**src/rtl/frame_sequencer_pkg.sv**
```systemverilog
// Shared definitions for the per-frame scheduler: stage encodings, plot-port
// owner codes and the default stage watchdog limit.
package frame_sequencer_pkg;

  typedef enum logic [2:0] {
    S_IDLE   = 3'd0,
    S_ERASE  = 3'd1,
    S_UPDATE = 3'd2,
    S_PIPE   = 3'd3,
    S_BIRD   = 3'd4
  } state_e;

  localparam logic [1:0] PLOT_ERASE = 2'd0;
  localparam logic [1:0] PLOT_PIPE  = 2'd1;
  localparam logic [1:0] PLOT_BIRD  = 2'd2;
  localparam logic [1:0] PLOT_NONE  = 2'd3;

  localparam int unsigned DEFAULT_TIMEOUT_CYCLES = 65535;

  // Which drawing engine owns the shared plot port in a given stage.
  function automatic logic [1:0] plot_owner(input state_e s);
    case (s)
      S_ERASE: plot_owner = PLOT_ERASE;
      S_PIPE:  plot_owner = PLOT_PIPE;
      S_BIRD:  plot_owner = PLOT_BIRD;
      default: plot_owner = PLOT_NONE;
    endcase
  endfunction

endpackage

```
**src/rtl/frame_sequencer_stage_watchdog.sv**
```systemverilog
// Per-stage cycle counter: cleared on stage entry, flags expiry when the
// count reaches TIMEOUT_CYCLES-1.
module frame_sequencer_stage_watchdog
  import frame_sequencer_pkg::*;
#(
  parameter int unsigned TIMEOUT_CYCLES = DEFAULT_TIMEOUT_CYCLES
) (
  input  logic                                                clk,
  input  logic                                                resetn,
  input  logic                                                clear_i,
  output logic [((TIMEOUT_CYCLES > 1) ? $clog2(TIMEOUT_CYCLES) : 1)-1:0] count_o,
  output logic                                                expire_o
);

  localparam int unsigned CW = (TIMEOUT_CYCLES > 1) ? $clog2(TIMEOUT_CYCLES) : 1;
  localparam logic [CW-1:0] LAST = CW'(TIMEOUT_CYCLES - 1);

  logic [CW-1:0] count_q, count_d;

  // Hold at the terminal value so an unserviced expiry never wraps.
  always_comb begin
    count_d = count_q;
    if (clear_i)
      count_d = '0;
    else if (count_q != LAST)
      count_d = count_q + 1'b1;
  end

  always_ff @(posedge clk) begin
    if (!resetn)
      count_q <= '0;
    else
      count_q <= count_d;
  end

  assign count_o  = count_q;
  assign expire_o = (count_q == LAST);

endmodule

```
**src/rtl/frame_sequencer.sv**
```systemverilog
// Per-frame scheduler: erase -> update -> pipe draw -> bird draw, one go/done
// handshake per stage, owning the shared plot-port select.
module frame_sequencer
  import frame_sequencer_pkg::*;
#(
  parameter int unsigned TIMEOUT_CYCLES = DEFAULT_TIMEOUT_CYCLES,
  parameter int unsigned FCW            = 16
) (
  input  logic           clk,
  input  logic           resetn,
  input  logic           frame_tick,
  input  logic           enable,
  input  logic           erase_done,
  input  logic           update_done,
  input  logic           pipe_done,
  input  logic           bird_done,
  output logic           erase_go,
  output logic           update_go,
  output logic           pipe_go,
  output logic           bird_go,
  output logic [1:0]     plot_sel,
  output logic           busy,
  output logic [FCW-1:0] frame_count,
  output logic [7:0]     overrun_count,
  output logic           timeout_err
);

  localparam int unsigned CW = (TIMEOUT_CYCLES > 1) ? $clog2(TIMEOUT_CYCLES) : 1;

  state_e         state_q, state_d;
  logic           pending_q, pending_d;
  logic [FCW-1:0] frame_cnt_q, frame_cnt_d;
  logic [7:0]     ovr_q, ovr_d;
  logic           terr_q, terr_d;
  logic [3:0]     go_q, go_d;
  logic [1:0]     plot_q, plot_d;
  logic           busy_q, busy_d;

  logic           wd_clear, wd_expire;
  logic [CW-1:0]  wd_count;
  logic           stage_done, done_hit, advance;

  frame_sequencer_stage_watchdog #(
    .TIMEOUT_CYCLES(TIMEOUT_CYCLES)
  ) u_watchdog (
    .clk     (clk),
    .resetn  (resetn),
    .clear_i (wd_clear),
    .count_o (wd_count),
    .expire_o(wd_expire)
  );

  always_comb begin
    stage_done = 1'b0;
    case (state_q)
      S_ERASE:  stage_done = erase_done;
      S_UPDATE: stage_done = update_done;
      S_PIPE:   stage_done = pipe_done;
      S_BIRD:   stage_done = bird_done;
      default:  stage_done = 1'b0;
    endcase
  end

  // A zero watchdog count marks the go cycle, where done is not honoured.
  assign done_hit = stage_done && (wd_count != '0);
  assign advance  = (state_q != S_IDLE) && (done_hit || wd_expire);

  always_comb begin
    state_d     = state_q;
    pending_d   = pending_q;
    frame_cnt_d = frame_cnt_q;
    ovr_d       = ovr_q;
    terr_d      = terr_q;

    case (state_q)
      S_IDLE: begin
        if ((frame_tick || pending_q) && enable) begin
          state_d   = S_ERASE;
          pending_d = 1'b0;
        end
      end
      S_ERASE:  if (advance) state_d = S_UPDATE;
      S_UPDATE: if (advance) state_d = S_PIPE;
      S_PIPE:   if (advance) state_d = S_BIRD;
      S_BIRD: begin
        if (advance) begin
          state_d     = S_IDLE;
          frame_cnt_d = frame_cnt_q + 1'b1;
        end
      end
      default: state_d = S_IDLE;
    endcase

    if (advance && !done_hit)
      terr_d = 1'b1;

    if (state_q != S_IDLE && frame_tick) begin
      if (!pending_q)
        pending_d = 1'b1;
      else if (ovr_q != 8'hFF)
        ovr_d = ovr_q + 1'b1;
    end

    go_d = '0;
    if (state_d != state_q) begin
      case (state_d)
        S_ERASE:  go_d[0] = 1'b1;
        S_UPDATE: go_d[1] = 1'b1;
        S_PIPE:   go_d[2] = 1'b1;
        S_BIRD:   go_d[3] = 1'b1;
        default:  go_d    = '0;
      endcase
    end

    plot_d   = plot_owner(state_d);
    busy_d   = (state_d != S_IDLE);
    wd_clear = (state_d != state_q) || (state_q == S_IDLE);
  end

  always_ff @(posedge clk) begin
    if (!resetn) begin
      state_q     <= S_IDLE;
      pending_q   <= 1'b0;
      frame_cnt_q <= '0;
      ovr_q       <= '0;
      terr_q      <= 1'b0;
      go_q        <= '0;
      plot_q      <= PLOT_NONE;
      busy_q      <= 1'b0;
    end else begin
      state_q     <= state_d;
      pending_q   <= pending_d;
      frame_cnt_q <= frame_cnt_d;
      ovr_q       <= ovr_d;
      terr_q      <= terr_d;
      go_q        <= go_d;
      plot_q      <= plot_d;
      busy_q      <= busy_d;
    end
  end

  assign erase_go      = go_q[0];
  assign update_go     = go_q[1];
  assign pipe_go       = go_q[2];
  assign bird_go       = go_q[3];
  assign plot_sel      = plot_q;
  assign busy          = busy_q;
  assign frame_count   = frame_cnt_q;
  assign overrun_count = ovr_q;
  assign timeout_err   = terr_q;

endmodule
```
**config.mk**
```make
export PLATFORM = sky130hd
export DESIGN_NAME = frame_sequencer
export DESIGN_NICKNAME = d
export VERILOG_FILES = /design/src/rtl/frame_sequencer_pkg.sv /design/src/rtl/frame_sequencer_stage_watchdog.sv /design/src/rtl/frame_sequencer.sv
export SDC_FILE = /design/constraint.sdc
export NUM_CORES = 1
export LEC_CHECK = 0
export ABC_AREA = 0
export CORE_AREA = 2 2 104 106
export DETAILED_ROUTE_END_ITERATION = 12
export DIE_AREA = 0 0 106 108
export HOLD_SLACK_MARGIN = 0.15
export PLACE_DENSITY = 0.39
export SYNTH_ARGS = -nofsm -noshare
export SYNTH_HDL_FRONTEND = slang
export SYNTH_HIERARCHICAL = 1
export SYNTH_SLANG_ARGS = --single-unit
```
**constraint.sdc**
```tcl
create_clock -name clk -period 3.1 [get_ports clk]
set_input_delay 0.62 -clock clk [delete_from_list [all_inputs] [get_ports clk]]
set_output_delay 0.62 -clock clk [all_outputs]
set_load 0.05 [all_outputs]
```
==> impl_metrics.csv, run 1 <==
group,metric,value,unit
power,powerDensity,367.1,nW/um^2
synthesis,async_reset_ff_share,0,%
finish,postLayoutCoreUtil,30.85,%
drt,drcViolationCount,0,
clock_network,post_cts_buffers,0,
global_route,grt_pass1_wl,10.73,mm
drt,drt_first_pass_iters,5,
drt,num_vias,2316,
setup_path,path_cells,"ha_1, nand3_1, nor2_1, nand2_1, inv_1, a21oi_4, buf_4, or4_1, a21oi_1",
setup_path,r2r_slack,0.42,ns
drt,ant_nets,0,
global_route,antenna_found_initial,0,
setup_path,cp-startpoint,"u_watchdog/count_o[1]$_SDFFE_PP0P_",
finish,areaGrowthSynthToFinish,23.80,%
synthesis,syn-instance-count,296,
finish,fin_area,3157,um^2
finish,fill_cells,1103,
finish,antenna_cells,0,
synthesis,synth-edff-count,0,
die,die_h,108,um
global_route,grt.total_usage,11.65,%
setup_path,critical-path-top-delay-family,"simple AND/OR/NAND/NOR gates",
run_status,status,"finished, final reports clean",
sta,fin_ws,0.4206,ns
clock_network,clk_path_buf_depth,2,
clock_network,cts.sinks,52,
die,die-area,11450,um^2
sta,setup-tns-final,0,ns
setup_path,crit_end,"frame_count[12]$_SDFFE_PN0P_",
global_route,grt_pass1_vias,2161,
placed_design,hpwl,4.643,mm
setup_path,cp_max_fo,32,
clock_network,path_clk_slew,0.11,ns
synthesis,yosysSeqAreaShare,40.82,%
die,row_count,37,
power,irDropWorstVdd,0.1932,mV
setup_path,critPathKind,"reg -> reg",
run,cap_violations,0,
synthesis,synthesis.nets,308,
setup_path,timing.rr.start,"u_watchdog/count_o[1]$_SDFFE_PP0P_",
synthesis,synth_area_leader_cell,"dfxtp_1",
sta,hold_viol,0,
drt,drt_iter0_markers,71,
placed_design,dp_slack,0.2691,ns
setup_path,crit_arrival,2.93,ns
die,io_pins,40,
drt,avgViaCountPerCell,4.928,
synthesis,synth_flop_cell,"dfxtp_1",
sta,setup_viol,0,
power,power,1.159,mW
sta,min_period,2.679,ns
clock_network,cts_tree,"yes",
setup_path,critPathBufInv,2,
global_route,gr-total-overflow,0,
clock_network,htreeDepth,2,
synthesis,synth-seq-cells,52,
clock_network,clk_latency,0.32,ns
synthesis,syn_area,2550,um^2
clock_network,cts-hold-fix-buffers,0,
hold_path,worstHoldPathType,"reg -> reg",
setup_path,cpMaxStageDelayCell,"or4_1",
die,initial_utilization,24.92,%
clock_network,root_buffer,"clkbuf_8",
synthesis,yosys.area.top_type_share,40.82,%
power,p_leak,1.005,nW
sta,max_freq,373.2,MHz
synthesis,syn_avg_cell_area,8.615,um^2
setup_path,critPathMaxStageDelay,0.53,ns
clock_network,numCtsBuffers,5,
synthesis,synth_cell_types,50,
finish,final_nets,345,
placed_design,post_dp_cell_area,3068,um^2
synthesis,synthTopCellsByArea,"dfxtp_1, nand2_1, a21oi_1, mux2i_1, or4_1",
finish,drive_gt1_share,5.389,%
die,core-area,10230,um^2
setup_path,startpoint_type,"flop",
global_route,grt_start_max_net_pins,33,
setup_path,cp.depth,9,
sta,finClkSkew,0.01710,ns
die,die_w,106,um
sta,rsz0062_at_grt,"false",
setup_path,reg2reg_depth,9,
clock_network,postCtsResizedCells,0,
setup_path,required,3.35,ns
sta,maxSlewHeadroom,50.33,%
setup_path,worstSetupEndpointType,"flop",
placed_design,place_congestion,0.7919,
sta,drv_slew,0,
drt,wl,6.506,mm
setup_path,timing.rr.end,"frame_count[12]$_SDFFE_PN0P_",
placed_design,portBuffers,39,
drt,avgRoutedWirePerCell,13.84,um
synthesis,yosys_warnings,6,
sta,period_share,86.43,%
sta,worst_slew_pin_slew,0.7387,ns
-- per-layer routing --
metal  vias to the layer above  GRT usage [%]  routed length, um
met2                        41          18.71               2937
met4                         0          3.383                 72
met3                         6          3.014                249
met5                         -              0                  0
li1                       1184              -                  -
met1                      1085          15.49               3247
-- worst min path at each step --
stage | start | end | depth (start not counted) | slack, ns
6_report | frame_count[15]$_SDFFE_PN0P_ | frame_count[15]$_SDFFE_PN0P_ | 2 | 0.47
5_1_grt | frame_count[15]$_SDFFE_PN0P_ | frame_count[15]$_SDFFE_PN0P_ | 2 | 0.51
3_3_place_gp | frame_count[15]$_SDFFE_PN0P_ | frame_count[15]$_SDFFE_PN0P_ | 2 | 0.45
4_1_cts | frame_count[15]$_SDFFE_PN0P_ | frame_count[15]$_SDFFE_PN0P_ | 2 | 0.48
2_1_floorplan | u_watchdog/count_o[15]$_SDFFE_PP0P_ | u_watchdog/count_o[15]$_SDFFE_PP0P_ | 1 | 0.46
3_5_place_dp | timeout_err$_SDFFE_PN0P_ | timeout_err$_SDFFE_PN0P_ | 2 | 0.46
-- report_power, final --
group          switching (mW)  total [mW]  internal, mW
Sequential            0.00720       0.681         0.674
Clock                   0.243       0.405         0.161
Combinational          0.0432      0.0733        0.0301
Total                   0.293        1.16         0.865
-- cells in the mapped netlist (all sizes together), types with 2 or more instances --
library cell / n
mux2i: 9
nor2: 20
inv: 6
nor2b: 4
clkbuf: 6
or4: 12
or3: 8
o211ai: 4
nand4: 11
a21oi: 19
o31ai: 10
buf: 8
and4: 3
nor4: 8
o21ai: 14
a211oi: 3
xnor2: 5
nand2: 31
ha: 4
and3: 5
nand3: 13
nor3: 7
nand2b: 8
or2: 2
dfxtp: 52
o311ai: 3
a31oi: 4
-- cell type report --
| class | count | area (um^2) | share of cell area [%] |
|---|---|---|---|
| flip-flops and latches | 52 | 1041 | 32.98 |
| clock buffers | 6 | 72.57 | 2.299 |
| repair buffers | 44 | 427.9 | 13.56 |
| multi-input cells | 224 | 1406 | 44.55 |
| clock inverters | 2 | 16.27 | 0.5153 |
| well taps | 136 | 170.2 | 5.390 |
| inverters | 6 | 22.52 | 0.7134 |
-- tightest hold or removal path: stages, from the launching register on --
cell and delay, ns:
dfxtp_1 0.32, nand2_1 0.05, mux2i_1 0.05
-- flip-flops by register name (all words and copies together), names as in the netlist --
register            flops
frame_count            16
u_watchdog/count_o     16
overrun_count           8
go_q                    4
state_q                 3
plot_sel                2
busy                    1
pending_q               1
timeout_err             1
-- cells by family (layout without fill, tap and decap cells) --
group	Yosys count	after routing	synth area share (%)
xor gates and xnor gates	6	6	2.061
adders and majority gates	4	4	1.963
and+or+nand+nor	139	139	30.47
buffers and inverters	20	58	4.023
muxes	10	10	3.975
DFF	52	52	40.82
AOI/OAI and AO/OA	65	65	16.68
-- through the flow --
stage          std cells  hold slack (ns)
4_1_cts              470           0.4764
6_report             470           0.4699
3_3_place_gp         462           0.4520
2_1_floorplan        296           0.4605
5_1_grt              470           0.5082
3_5_place_dp         462           0.4645
-- cell usage in the layout, fill, tap and decap left out, drive strengths merged, types with 4 or more instances in the layout --
master         count
mux2i              9
clkdlybuf4s50     39
nor3               7
or3                8
o21ai             14
inv                6
o31ai             10
or4               12
nand4             11
nand2b             8
clkbuf             6
xnor2              5
a21oi             19
nor2b              4
o211ai             4
nor4               8
ha                 4
nor2              20
nand2             31
and3               5
buf                5
a31oi              4
dfxtp             52
nand3             13
(Power assumes the default switching activity.)
==> run 2: changes to the inputs <==
Settings changed: SLEW_MARGIN from default to 10.
==> results of run 2 <==
No change in the layout: final DEF, timing and power equal those of run 1.
